`config.mk`:
```
export PLATFORM = sky130hd
export DESIGN_NAME = fp_mul_pipe_flat
export DESIGN_NICKNAME = d
export VERILOG_FILES = /design/src/rtl/fp_mul_pipe_if.sv /design/src/rtl/fp_mul_pipe.sv /design/src/flat_wrapper.sv
export SDC_FILE = /design/constraint.sdc
export NUM_CORES = 2
export LEC_CHECK = 0
export CAP_MARGIN = 20
export CORE_UTILIZATION = 63
export CTS_CLUSTER_DIAMETER = 60
export DETAILED_ROUTE_END_ITERATION = 7
export MAX_ROUTING_LAYER = met4
export PLACE_DENSITY = 0.82
export SLEW_MARGIN = 20
export SYNTH_ARGS = -nofsm -noshare
export SYNTH_HDL_FRONTEND = slang
export SYNTH_SLANG_ARGS = --single-unit
```
`constraint.sdc`:
```
create_clock -name clk -period 5.2 [get_ports clk]
set_input_delay 0.78 -clock clk [delete_from_list [all_inputs] [get_ports clk]]
set_output_delay 0.78 -clock clk [all_outputs]
set_load 0.01 [all_outputs]
```
`src/rtl/fp_mul_pipe_if.sv`:
```
// Operand/result bundle for fp_mul_pipe; flags only exist when FP_MUL_FLAGS_EN is defined.
// Master drives en/in_valid/a/b; slave returns out_valid/q (and flags).
interface fp_mul_pipe_if #(
    parameter int EXP_W = 8,
    parameter int MAN_W = 23
) ();
    localparam int W = 1 + EXP_W + MAN_W;

    logic         en;
    logic         in_valid;
    logic [W-1:0] a;
    logic [W-1:0] b;
    logic         out_valid;
    logic [W-1:0] q;
`ifdef FP_MUL_FLAGS_EN
    logic [3:0]   flags;

    modport master (output en, in_valid, a, b, input out_valid, q, flags);
    modport slave  (input en, in_valid, a, b, output out_valid, q, flags);
`else
    modport master (output en, in_valid, a, b, input out_valid, q);
    modport slave  (input en, in_valid, a, b, output out_valid, q);
`endif
endinterface

```
`src/rtl/fp_mul_pipe.sv`:
```
// Pipelined IEEE-754-style multiplier, RNE rounding, subnormals flushed; FP_MUL_FLAGS_EN adds {invalid,overflow,underflow,inexact}.
// Latency: LATENCY enabled cycles (2..6); stage 1 decodes and multiplies, stage 2 rounds/packs, rest is delay.
// No backpressure: one pair per enabled cycle; en=0 freezes every stage including q/out_valid.
module fp_mul_pipe #(
    parameter int EXP_W   = 8,
    parameter int MAN_W   = 23,
    parameter int LATENCY = 3
) (
    input  logic         clk,
    input  logic         areset_n,
    fp_mul_pipe_if.slave io
);
    localparam int W  = 1 + EXP_W + MAN_W;
    localparam int PW = 2 * MAN_W + 2;
    localparam int XW = EXP_W + 2;
    localparam logic signed [XW-1:0] BIAS  = XW'((1 << (EXP_W - 1)) - 1);
    localparam logic signed [XW-1:0] EMAX  = XW'((1 << EXP_W) - 1);
    localparam logic signed [XW-1:0] EZERO = '0;

    typedef enum logic [1:0] {CLS_NUM, CLS_ZERO, CLS_INF, CLS_NAN} cls_t;

    // ---------------- stage 1: classify, add exponents, multiply ----------------
    logic             sa, sb;
    logic [EXP_W-1:0] ea, eb;
    logic [MAN_W-1:0] fa, fb;
    logic             a_max, b_max, a_zero, b_zero, a_nan, b_nan, a_inf, b_inf;
    cls_t             cls_d;
    logic signed [XW-1:0] exp_d;
    logic [PW-1:0]    prod_d;

    assign {sa, ea, fa} = io.a;
    assign {sb, eb, fb} = io.b;
    assign a_max  = &ea;
    assign b_max  = &eb;
    assign a_zero = ~|ea;
    assign b_zero = ~|eb;
    assign a_nan  = a_max & (|fa);
    assign b_nan  = b_max & (|fb);
    assign a_inf  = a_max & ~(|fa);
    assign b_inf  = b_max & ~(|fb);

    always_comb begin
        cls_d = CLS_NUM;
        if (a_nan | b_nan)
            cls_d = CLS_NAN;
        else if ((a_inf & b_zero) | (b_inf & a_zero))
            cls_d = CLS_NAN;
        else if (a_inf | b_inf)
            cls_d = CLS_INF;
        else if (a_zero | b_zero)
            cls_d = CLS_ZERO;
    end

    assign exp_d  = $signed({2'b00, ea}) + $signed({2'b00, eb}) - BIAS;
    assign prod_d = PW'({1'b1, fa}) * PW'({1'b1, fb});

`ifdef FP_MUL_FLAGS_EN
    logic inv_d;
    // Only signalling NaNs (quiet bit clear) or inf*0 raise invalid.
    assign inv_d = (a_nan & ~fa[MAN_W-1]) | (b_nan & ~fb[MAN_W-1]) |
                   (~(a_nan | b_nan) & ((a_inf & b_zero) | (b_inf & a_zero)));
    logic s1_inv;
`endif

    logic                 s1_vld;
    logic                 s1_sign;
    cls_t                 s1_cls;
    logic signed [XW-1:0] s1_exp;
    logic [PW-1:0]        s1_prod;

    always_ff @(posedge clk or negedge areset_n) begin
        if (!areset_n) begin
            s1_vld  <= 1'b0;
            s1_sign <= 1'b0;
            s1_cls  <= CLS_ZERO;
            s1_exp  <= '0;
            s1_prod <= '0;
`ifdef FP_MUL_FLAGS_EN
            s1_inv  <= 1'b0;
`endif
        end else if (io.en) begin
            s1_vld <= io.in_valid;
            if (io.in_valid) begin
                s1_sign <= sa ^ sb;
                s1_cls  <= cls_d;
                s1_exp  <= exp_d;
                s1_prod <= prod_d;
`ifdef FP_MUL_FLAGS_EN
                s1_inv  <= inv_d;
`endif
            end
        end
    end

    // ---------------- stage 2: normalise, round to nearest even, pack ----------------
    logic                 top;
    logic [PW-2:0]        pn;
    logic [MAN_W-1:0]     fld, man_r;
    logic                 grd, stk, rup, carry;
    logic signed [XW-1:0] exp_n;
    logic                 ovf, unf;
    logic [W-1:0]         r_q;

    // pn drops the always-set hidden bit so only the stored field and round bits remain.
    assign top   = s1_prod[PW-1];
    assign pn    = top ? s1_prod[PW-2:0] : {s1_prod[PW-3:0], 1'b0};
    assign fld   = pn[PW-2 -: MAN_W];
    assign grd   = pn[MAN_W];
    assign stk   = |pn[MAN_W-1:0];
    assign rup   = grd & (stk | fld[0]);
    assign man_r = fld + MAN_W'(rup);
    assign carry = rup & (&fld);
    assign exp_n = s1_exp + $signed({{(XW-1){1'b0}}, top}) + $signed({{(XW-1){1'b0}}, carry});
    assign ovf   = (s1_cls == CLS_NUM) && (exp_n >= EMAX);
    assign unf   = (s1_cls == CLS_NUM) && (exp_n <= EZERO);

    always_comb begin
        r_q = {s1_sign, {(W-1){1'b0}}};
        case (s1_cls)
            CLS_NAN:  r_q = {1'b0, {EXP_W{1'b1}}, 1'b1, {(MAN_W-1){1'b0}}};
            CLS_INF:  r_q = {s1_sign, {EXP_W{1'b1}}, {MAN_W{1'b0}}};
            CLS_ZERO: r_q = {s1_sign, {(W-1){1'b0}}};
            default: begin
                if (ovf)
                    r_q = {s1_sign, {EXP_W{1'b1}}, {MAN_W{1'b0}}};
                else if (unf)
                    r_q = {s1_sign, {(W-1){1'b0}}};
                else
                    r_q = {s1_sign, exp_n[EXP_W-1:0], man_r};
            end
        endcase
    end

`ifdef FP_MUL_FLAGS_EN
    logic [3:0] r_f;
    assign r_f = {s1_inv, ovf, unf, ovf | unf | ((s1_cls == CLS_NUM) & (grd | stk))};
    logic [3:0] c_f [LATENCY-1];
`endif

    // ---------------- delay stages; data only moves with a valid so q holds between results ----------------
    logic [LATENCY-2:0] c_vld;
    logic [W-1:0]       c_q [LATENCY-1];

    always_ff @(posedge clk or negedge areset_n) begin
        if (!areset_n) begin
            c_vld <= '0;
            for (int i = 0; i < LATENCY - 1; i++) begin
                c_q[i] <= '0;
`ifdef FP_MUL_FLAGS_EN
                c_f[i] <= '0;
`endif
            end
        end else if (io.en) begin
            c_vld[0] <= s1_vld;
            if (s1_vld) begin
                c_q[0] <= r_q;
`ifdef FP_MUL_FLAGS_EN
                c_f[0] <= r_f;
`endif
            end
            for (int i = 1; i < LATENCY - 1; i++) begin
                c_vld[i] <= c_vld[i-1];
                if (c_vld[i-1]) begin
                    c_q[i] <= c_q[i-1];
`ifdef FP_MUL_FLAGS_EN
                    c_f[i] <= c_f[i-1];
`endif
                end
            end
        end
    end

    assign io.out_valid = c_vld[LATENCY-2];
    assign io.q         = c_q[LATENCY-2];
`ifdef FP_MUL_FLAGS_EN
    assign io.flags     = c_f[LATENCY-2];
`endif
endmodule
```
`src/flat_wrapper.sv`:
```
// flat-port wrapper written by rule: the top's interface ports become plain ports
module fp_mul_pipe_flat 
#(
    parameter int EXP_W   = 8,
    parameter int MAN_W   = 23,
    parameter int LATENCY = 3
)
  (clk, areset_n, io_en, io_in_valid, io_a, io_b, io_out_valid, io_q);
  fp_mul_pipe_if #(.EXP_W(EXP_W), .MAN_W(MAN_W)) io_i ();
  input  logic clk;
  input  logic areset_n;
  input wire logic [$bits(io_i.en)-1:0] io_en;
  input wire logic [$bits(io_i.in_valid)-1:0] io_in_valid;
  input wire logic [$bits(io_i.a)-1:0] io_a;
  input wire logic [$bits(io_i.b)-1:0] io_b;
  output wire logic [$bits(io_i.out_valid)-1:0] io_out_valid;
  output wire logic [$bits(io_i.q)-1:0] io_q;
  assign io_i.en = io_en;
  assign io_i.in_valid = io_in_valid;
  assign io_i.a = io_a;
  assign io_i.b = io_b;
  assign io_out_valid = io_i.out_valid;
  assign io_q = io_i.q;
  fp_mul_pipe #(.EXP_W(EXP_W), .MAN_W(MAN_W), .LATENCY(LATENCY)) u_core (.clk(clk), .areset_n(areset_n), .io(io_i));
endmodule
```
## Yosys cells after proc, flatten, opt, wreduce, memory -nomap -nowiden

Cells that the tools add are included.

- Input port bits: 68
- Latch bits: 0
- Memories: 0
- RAM bits: 0
- Flip-flop bits (word level): 128
- Memory bits (read-only): 0
- Word-level logic and storage cells: 59
- Output and inout port bits: 33

- $add $sub $neg: 5
- Magnitude comparators: 2
- Reduce and logical (&&, ||, !) cells: 16
- $mul: 1
- Equality and inequality tests: 3
- Shift-type cells: 0
- Muxes and demuxes: 8
- Divide/modulo/power cells: 0
- Bitwise logic cells: 16

Operators with widths:

| kind | count |
|---|---|
| $pmux 32 s3 | 1 |
| $reduce_or 23->1 | 3 |
| $mux 31 | 2 |
| $mul 24x24->48 | 1 |
| $mux 47 | 1 |
| $add 23x1->23 | 1 |
| $reduce_and 23->1 | 1 |
| $add 10x2->10 | 2 |
| $reduce_and 8->1 | 2 |
| $reduce_or 8->1 | 2 |
| $ge 10x9->1 const B | 1 |
| $le 10x1->1 const B | 1 |
| $sub 10x8->10 const B | 1 |
| $add 8x8->9 | 1 |
| $and 1x1->1 | 8 |
| $mux 2 | 3 |
| $reduce_and 2->1 | 3 |
| $or 1x1->1 | 5 |
| $eq 2x2->1 const B | 2 |
| $eq 2x1->1 const B | 1 |
| $logic_and 1x1->1 | 2 |
| $logic_not 1->1 | 2 |
| $logic_not 2->1 | 1 |
| $not 1->1 | 2 |
| 2 further kinds | 2 |

## Depth between registers and ports, before layout

- Depth in word-level cells: 11
- Depth in mapped cells: 27
- Mapped depth without buffers: 25

## Worst setup path before layout

No wires, ideal clock.

- Kind: input to register
- From: input port io_b[12]
- To: register u_core.s1_prod[40]
- Path buffers: 1
- Slack: -1.649 ns
- Cell stages on the path: 26
- Arrival time: 6.718 ns
- Data required time: 5.069 ns
- Library setup time: 0.131 ns
- Cell sequence: clkbuf_1 -> inv_1 -> nor2_1 -> fa_1 -> inv_1 -> fa_1 -> inv_1 -> fa_1 -> inv_1 -> fa_1 -> inv_1 -> fa_1 -> fa_1 -> inv_1 -> fa_1 -> inv_1 -> ha_1 -> a21o_1 -> o21bai_1 -> a21oi_1 -> o22ai_1 -> o41a_1 -> a31o_2 -> a31oi_1 -> xor2_1 -> o21ai_1

- Cells in the longest elaborated chain, start to end: 1

Ends and longest elaborated chain:

| element | RTL line | source |
|---|---|---|
| from (decl) | flat_wrapper.sv:15 | `input wire logic [$bits(io_i.b)-1:0] io_b;` |
| $mul 24x24->48 | fp_mul_pipe.sv:55 | `assign prod_d = PW'({1'b1, fa}) * PW'({1'b1, fb});` |
| to (signal assigned) | fp_mul_pipe.sv:87 | `s1_prod <= prod_d;` |
| to (decl) | fp_mul_pipe.sv:69 | `logic [PW-1:0] s1_prod;` |

No other way between the ends.
A chain may end at the register's enable or synchronous reset.

## Worst setup path in the final report

- From: input port io_b[12]
- To: register u_core.s1_prod[37]

Same word-level chain as after synthesis.

==> impl_results.md <==
* Outcome: finished, violations left
* Failing checks: negative setup slack
* Post-synth top area share at 0.3793
* Routed WL per cell at 23.18 microns
* Number of flops mapped to enable cells by yosys at 0
* Max transition margin at 0.2908
* Maximum single-stage delay on the critical path at 0.56 ns
* Setup WS pre-CTS at -2.380 ns
* Drt drc at 0
* Post-DP Area at 29410 sq um
* Initial antenna violation count at 0
* I/O Pins at 101
* Final setup fails at 38
* CTS clk-pin slew, worst paths at 0.06 ns
* CP endpoint kind: register
* Drt pass-1 iters at 8
* Mapped cell area at 25540 sq um
* CTS Buf Count at 17
* Arrival time worst endpoint at 7.21 ns
* Nets at 3970
* Finished Cell Area at 32700 sq um
* Overall Global Routing Usage at 0.4159
* Share of cells above drive strength 1 at 0.2720
* Top delay family on crit path: adder cells
* Post-DR vias/cell at 6.079
* Root Driver: clkbuf_16
* Ant. Diodes at 0
* Max-cap violation count at 0
* Mapped Cells at 2855
* Final Cycle Share at 1.337
* Syn-to-layout area delta at 28.03%
* Post-synthesis register bit count at 128
* Syn avg cell area at 8.946 sq um
* Setup ws final at -1.755 ns
* RSZ-0062 raised after global routing: yes
* Row count at 73
* Die ar. at 41350 sq um
* Most frequent cells in the layout: inv_1, fa_1, nand2_1
* DP Wirelength at 57860 microns
* Max-slew violations at 0
* Area leader, netlist: fa_1
* Port-buffer cells at 100
* Req. time, crit path at 5.46 ns
* Routed WL at 87390 microns
* Final Critical Period at 6.955 ns
* Crit-path slowest cell: fa_1
* Drt first-iter violations at 2160
* Synth cell types at 73
* Maximum clock rate at 0.1438 GHz
* Register area share after synthesis at 0.1255
* Crit-path max FO at 6
* Clock Skew at 0.01016 ns
* Die Y at 203.4 microns
* Fin. Hold Viols at 0
* First-pass GRT wire length at 127200 microns
* Worst Tran Pin Value at 1.060 ns
* # H-tree levels at 4
* Ys async rst share at 1.000
* Starting Density at 0.6414
* Hold Crit Class: in2async
* Final hold slack at 0.2351 ns
* Worst setup SP type: input pin
* Overflow after GRT at 0
* Clock sinks at 128
* Core Util, Final at 0.8212
* Yosys warns at 0
* Buf/Inv on CP at 11
* Clock latency on the worst-skew pair at 0.42 ns
* Vias in the first global route at 23925
* Top cells by area, synth: fa_1, dfrtp_1, ha_1
* CTS max path bufs at 2
* Syn_nets at 3592
* Gpl congestion at 0.9883
* Top_reg_cell synth: dfrtp_1
* Via count at 22924
* Routed Antenna Nets at 0
* Kind of critical path: in2reg
* Largest net degree at the start of global routing at 61
* CTS tree: built
* Die W at 203.4 microns
* Commonest non-fill, non-tap cell in the layout: inv_1
* Core region area at 39820 sq um
## flip-flops by register name, summed over array words and instances (netlist names)
name            cells
u_core.s1_cls       2
u_core.s1_sign      1
u_core.c_vld        2
u_core.s1_exp      10
u_core.s1_vld       1
u_core.io.q        32
u_core.c_q         32
u_core.s1_prod     48
## per-stage QoR
stage                     std cells  setup TNS, ns
after floorplan                2855         -32.77
after global placement         3620         -73.72
after detailed placement       3620         -79.61
after CTS                      3739         -41.53
after global routing           3771         -54.08
final                          3771         -50.59
## worst register-to-register path, stage by stage, from the launching register on
cell,delay [ns]
dfrtp_2,0.72
buf_4,0.32
nand2_1,0.09
a21oi_1,0.24
and3_1,0.22
nand3_1,0.11
nor3_1,0.18
and2_1,0.25
fa_1,0.27
ha_1,0.31
xor2_1,0.22
nand4_1,0.14
o31a_1,0.32
nor3b_1,0.26
o22ai_1,0.19
and3_1,0.46
a32o_1,0.35
## final timing paths
check	start	endpoint	slack (ns)	depth (start not counted)
hold / removal	areset_n	u_core.io.q[27]	0.24	1
setup / recovery	io_b[12]	u_core.s1_prod[37]	-1.75	27
setup reg to reg	u_core.s1_prod[47]	u_core.c_q[36]	0.44	16
max in group asynchronous	areset_n	u_core.s1_prod[47]	3.94	2
min in group clk	u_core.s1_prod[4]	u_core.s1_prod[4]	0.49	2
hold reg to reg	u_core.s1_prod[4]	u_core.s1_prod[4]	0.49	2
## layout make-up
cell class                      count  area (sq um)
Clock inverter                     14         251.5
Timing Repair Buffer              530          5064
Inverter                          595          2267
Fill cell                        2074          7121
Clock buffer                       18         439.2
Tap cell                          525         656.9
Sequential cell                   128          3206
Multi-Input combinational cell   1961         20820
## cells by family after synthesis
kind of cell | count (synthesis) | synth area share
xor gates and xnor gates | 91 | 0.03120
buffers and inverters | 766 | 0.1182
adders and majority gates | 669 | 0.4700
and+or+nand+nor | 865 | 0.1647
DFF | 128 | 0.1255
muxes | 40 | 0.01744
AOI/OAI and AO/OA | 296 | 0.07309
## repair_timing
item,CTS,global route
setup endpoints to repair,40,39
cloned,14,2
resized for setup,383,264
hold buffers,0,0
buffers inserted,73,42
pin swaps,116,148
## layer usage
| layer | track usage | part of all wire | vias up |
|---|---|---|---|
| li1 | - | - | 9389 |
| met1 | 0.4723 | 0.33 | 11149 |
| met2 | 0.6714 | 0.46 | 1730 |
| met3 | 0.1007 | 0.11 | 656 |
| met4 | 0.2436 | 0.092 | 0 |
| met5 | - | 0 | - |
## cell usage after synthesis, drive strengths merged, types with 23 or more instances
library cell / instances
xnor2: 47
nand2: 404
inv: 592
nand3: 30
nor2: 74
o21ai: 90
a21o: 24
nor4: 23
ha: 185
and2: 254
clkbuf: 124
buf: 47
a21oi: 83
mux2: 36
dfrtp: 127
fa: 484
xor2: 44
Power is not shown: default switching activity piles up to over one toggle a cycle in this logic, so the estimate is an artifact.
